### src/rtl/updown_mod_counter.sv
// updown_mod_counter
// One time field of the stopwatch datapath: a modulo-MOD up/down counter
// with synchronous load, pause, per-field adjust, optional saturation and
// a two-digit BCD view of the count. Fields are chained through
// carry_in/carry_out. All state advances on the falling edge of magic_clk.
module updown_mod_counter #(
   parameter int MOD       = 100,
   parameter int W         = 7,
   parameter int SAT       = 0,
   parameter int RESET_VAL = 0
) (
   input  logic         magic_clk,
   input  logic         reset,
   input  logic         tick_en,
   input  logic         carry_in,
   input  logic         dir,
   input  logic         adj,
   input  logic         adj_sel,
   input  logic         pause,
   input  logic         load,
   input  logic [W-1:0] load_value,
   output logic [W-1:0] count,
   output logic [3:0]   bcd_tens,
   output logic [3:0]   bcd_ones,
   output logic         carry_out,
   output logic         done
);

   // Terminal values and the reset value, all held at the counter width.
   localparam logic [W-1:0] MAX_C  = W'(MOD - 1);
   localparam logic [W-1:0] ZERO_C = {W{1'b0}};
   localparam logic [W-1:0] ONE_C  = W'(1);
   localparam logic [W-1:0] RST_C  = W'(RESET_VAL);
   localparam logic         SAT_EN = (SAT != 0);

   // Ones digit of a binary value below 100, by repeated compare-and-subtract.
   function automatic logic [3:0] bcd_ones_f(input logic [W-1:0] v);
      logic [6:0] rem;
      rem = 7'(v);
      for (int i = 0; i < 9; i++) begin
         if (rem >= 7'd10) begin
            rem = rem - 7'd10;
         end else begin
            rem = rem;
         end
      end
      return 4'(rem);
   endfunction

   // Tens digit of a binary value below 100, by the same comparator chain.
   function automatic logic [3:0] bcd_tens_f(input logic [W-1:0] v);
      logic [6:0] rem;
      logic [3:0] tens;
      rem  = 7'(v);
      tens = 4'd0;
      for (int i = 0; i < 9; i++) begin
         if (rem >= 7'd10) begin
            rem  = rem - 7'd10;
            tens = tens + 4'd1;
         end else begin
            rem  = rem;
            tens = tens;
         end
      end
      return tens;
   endfunction

   logic [W-1:0] count_q;
   logic [W-1:0] count_d;
   logic         done_q;
   logic         done_d;
   logic [W-1:0] step_val_s;
   logic         at_top_s;
   logic         at_bot_s;
   logic         at_term_s;
   logic         step_s;

   // Terminal detection and the value one step away in the current direction.
   always_comb begin
      at_top_s   = (count_q == MAX_C);
      at_bot_s   = (count_q == ZERO_C);
      at_term_s  = 1'b0;
      step_val_s = count_q;
      if (dir) begin
         at_term_s = at_bot_s;
         if (!at_bot_s) begin
            step_val_s = count_q - ONE_C;
         end else if (SAT_EN) begin
            step_val_s = ZERO_C;
         end else begin
            step_val_s = MAX_C;
         end
      end else begin
         at_term_s = at_top_s;
         if (!at_top_s) begin
            step_val_s = count_q + ONE_C;
         end else if (SAT_EN) begin
            step_val_s = MAX_C;
         end else begin
            step_val_s = ZERO_C;
         end
      end
   end

   // Step qualifier: in adjust mode only the selected field moves and the
   // lower field's carry is irrelevant; otherwise step on tick and carry.
   always_comb begin
      step_s = 1'b0;
      if (adj) begin
         step_s = adj_sel & tick_en;
      end else begin
         step_s = tick_en & carry_in;
      end
   end

   // Next state: load beats pause, pause beats adjust/normal stepping.
   always_comb begin
      count_d = count_q;
      done_d  = done_q;
      if (load) begin
         if (load_value > MAX_C) begin
            count_d = MAX_C;
         end else begin
            count_d = load_value;
         end
         done_d = 1'b0;
      end else if (pause) begin
         count_d = count_q;
         done_d  = done_q;
      end else if (step_s) begin
         count_d = step_val_s;
         if (SAT_EN && at_term_s) begin
            done_d = 1'b1;
         end else begin
            done_d = done_q;
         end
      end else begin
         count_d = count_q;
         done_d  = done_q;
      end
   end

   // Count and done registers, falling-edge clocked with asynchronous reset.
   always_ff @(negedge magic_clk or posedge reset) begin
      if (reset) begin
         count_q <= RST_C;
         done_q  <= 1'b0;
      end else begin
         count_q <= count_d;
         done_q  <= done_d;
      end
   end

   // Carry to the next field only on a normal-mode wrap; the next field
   // samples it on the same falling edge so both fields roll together.
   always_comb begin
      carry_out = 1'b0;
      if (!adj && !pause && !load && tick_en && carry_in && at_term_s && !SAT_EN) begin
         carry_out = 1'b1;
      end else begin
         carry_out = 1'b0;
      end
   end

   // Output view of the state, including the display digits.
   always_comb begin
      count    = count_q;
      done     = done_q;
      bcd_tens = bcd_tens_f(count_q);
      bcd_ones = bcd_ones_f(count_q);
   end

endmodule
### config.mk
export PLATFORM = sky130hd
export DESIGN_NAME = updown_mod_counter
export DESIGN_NICKNAME = d
export VERILOG_FILES = /design/src/rtl/updown_mod_counter.sv
export SDC_FILE = /design/constraint.sdc
export NUM_CORES = 1
export LEC_CHECK = 0
export CELL_PAD_IN_SITES_DETAIL_PLACEMENT = 1
export CELL_PAD_IN_SITES_GLOBAL_PLACEMENT = 2
export CORE_MARGIN = 1.5
export CORE_UTILIZATION = 37
export CTS_BUF_LIST = sky130_fd_sc_hd__clkbuf_8
export DETAILED_ROUTE_END_ITERATION = 16
export GPL_TIMING_DRIVEN = 0
export PLACE_DENSITY_LB_ADDON = 0.1
export SETUP_SLACK_MARGIN = 0.05
export SYNTH_ARGS = -nofsm -noshare
export SYNTH_HDL_FRONTEND = slang
export SYNTH_SLANG_ARGS = --single-unit
### constraint.sdc
create_clock -name magic_clk -period 23.3 [get_ports magic_clk]
set_input_delay 4.66 -clock magic_clk [delete_from_list [all_inputs] [get_ports magic_clk]]
set_output_delay 4.66 -clock magic_clk [all_outputs]
set_load 0.005 [all_outputs]
==> results of run 1 <==
final timing paths:
kind / endpoint / startpoint
setup / recovery: bcd_tens[1] / count[2]
hold / removal: count[6] / count[6]
setup reg to reg: count[5] / count[0]
hold reg to reg: count[6] / count[6]
max in group asynchronous: count[2] / reset
min in group asynchronous: count[3] / reset
layout make-up:
type                    instances  area (um^2)
fillers                      1146         3782
clock buffers                   3        41.29
inverters                      25        110.1
repair buffers                136         1090
flip-flops and latches          7        175.2
well taps                     111        138.9
multi-input cells             437         3676
clock inverters                 1        3.754
plain buffers                  23        178.9
through the flow:
step	worst slack, ns	area [um^2]	utilization	hold WS [ns]	std cells
3_5_place_dp	-6.118	4305	0.4682	0.7946	635
3_3_place_gp	-5.987	4305	0.4682	0.7958	635
4_1_cts	-4.406	5137	0.5586	0.7728	717
2_1_floorplan	-4.128	3856	-	0.7228	493
6_report	-4.501	5414	0.5887	0.7980	743
5_1_grt	-4.903	5414	0.5887	0.8260	743
repair_timing:
action,4_1_cts,5_1_grt
endpoints found under the setup margin,7,7
setup buffers,79,27
resized for setup,77,16
pin swaps,34,38
routing by layer:
| layer | global-route usage | wire (um) | vias to the layer above |
|---|---|---|---|
| met3 | 0.01253 | 485 | 27 |
| met4 | 0.05417 | 283 | 0 |
| met1 | 0.3274 | 6249 | 2200 |
| li1 | - | - | 2132 |
| met2 | 0.4877 | 7434 | 125 |
| met5 | 0 | 0 | - |
worst min-delay path, stage by stage (launching register included):
cell and delay, ns:
dfrtn_1 0.37, buf_6 0.16, a311o_1 0.27, nand2_1 0.07
layout by cell type, fill, tap and decap left out, types with 4 or more instances in the layout:
cell type	n
buf_4	106
nand2_1	45
o21ai_0	36
a21oi_1	32
nor2_1	31
clkdlybuf4s50_1	24
nand3_1	14
xnor2_1	14
inv_1	13
nor3_1	13
xor2_1	13
o21a_1	13
ha_1	12
buf_6	11
mux2i_1	11
buf_2	10
o211ai_1	10
ha_4	9
and3_1	8
and2_1	8
nor2b_1	7
mux2_2	7
dfrtn_1	7
nand4_1	6
xnor2_4	6
inv_2	6
or3_1	5
inv_4	5
clkbuf_1	4
nor4_1	4
a31oi_1	4
a21o_1	4
nor2b_4	4
nand2_2	4
o21ai_1	4
nor4_4	4
nor2_4	4
o21ai_2	4
logic make-up (layout without fill, tap and decap cells):
logic type / count (synthesis) / after routing / share of synthesized area
xor gates and xnor gates: 33 / 33 / 0.08271
muxes: 23 / 23 / 0.07411
other: 1 / 1 / 0.001073
buffers and inverters: 49 / 188 / 0.06731
AOI/OAI and AO/OA: 172 / 172 / 0.3623
and+or+nand+nor: 185 / 185 / 0.2800
adders and majority gates: 23 / 23 / 0.08235
DFF: 7 / 7 / 0.05013
==> out/summary.txt, run 1 <==
final setup violation count = 7
Max Slew Vio Count = 0
Layout area overhead = 54.92%
Post-Syn Nets = 532
Worst Path Arrival = 23.14 ns
Final Hold Fails = 0
setup TNS = -30.74 ns
crit start category = flop
vias in the first global route = 4,422
fin worst setup slack = -4.501 ns
Routed WL = 14.45 mm
Critical Path Stages = 66
status = finished with violations
Initial Util = 0.3800
vias after detailed routing = 4,484
max FFs per register = 7
cts hold-fix bufs = 0
GR Overflow Total = 0
relative slew slack = 0.4391
yosys warns = 0
Die W = 100.2 um
EDFF count, synth = 0
crit end category = output port
crit path kind = flop to output port
syn avg cell area = 7.088 um^2
cell count after synthesis = 493
Reg2Reg Depth = 10
die area = 10,040 um^2
WP buf/inv = 16
Synth Cell Area = 3495 um^2
number of DRC markers in iteration 0 = 144
area leader, netlist = ha_1
most common cell in the synthesized netlist = nand2_1
Clock Skews = 0.001291 ns
reg-to-reg slack, setup = 20.50 ns
most used cell, CP = ha_4
worst skew pair latency = 0.25 ns
Avg WL per Cell = 19.45 um
RSZ-0062 raised after global routing = true
most instantiated cells after synthesis = nand2_1, o21ai_0, a21oi_1, nor2_1, inv_1
clock root buffer master = clkbuf_8
number of distinct library cells after synthesis = 80
TritonCTS Buffers = 3
Worst path max stage delay = 0.48 ns
core area = 9196 um^2
first-pass GRT wire length = 21.25 mm
htree depth = 1
measured slew at the worst slew-check pin = 0.8414 ns
TritonCTS clock tree = built
Yosys top cell area share = 0.08235
I/O pins = 33
post-synthesis sequential area ratio = 0.05013
CP max-delay cell = a2111oi_4
HPWL Detailed = 9.229 mm
GPL Wtd Cong = 0.8988
Die Y = 100.2 um
antenna diode count = 0
Nets = 672
CP Max Fanout = 6
clock transition at the registers of the reported paths = 0.03 ns
Critical Path RT = 18.64 ns
input/output buffers = 31
vias per cell = 6.035
max_cap viols = 0
Hold Crit Class = flop to flop
ys flop type = dfrtn_1
Post-synth ARST share = 1.000
cell row count = 35
GRT Total Usage = 0.2596
fraction of layout cells with a size suffix above 1 = 0.3734
failing checks = negative setup slack
antenna violations before repair = 0
largest net degree at the start of global routing = 11
CTS sink cnt = 7
hold depth = 3
ranking of synthesized cells by area = ha_1, o21ai_0, nand2_1, a21oi_1, dfrtn_1
ANT nets after route = 0
clock buffer depth = 2
drt drc = 0
FF+latch count, synth = 7
CP top delay family = simple AND/OR/NAND/NOR gates
router iterations before antenna repair = 4
Power of run 1 is not shown: default switching activity piles up to over one toggle a cycle in this logic, so the estimate is an artifact.
==> inputs of run 2 (changes only) <==
- ABC_AREA: not set -> 0
==> results of run 2 <==
Final layout, timing and power as in run 1 (identical DEF).
Power of run 2 is left out for the same reason.
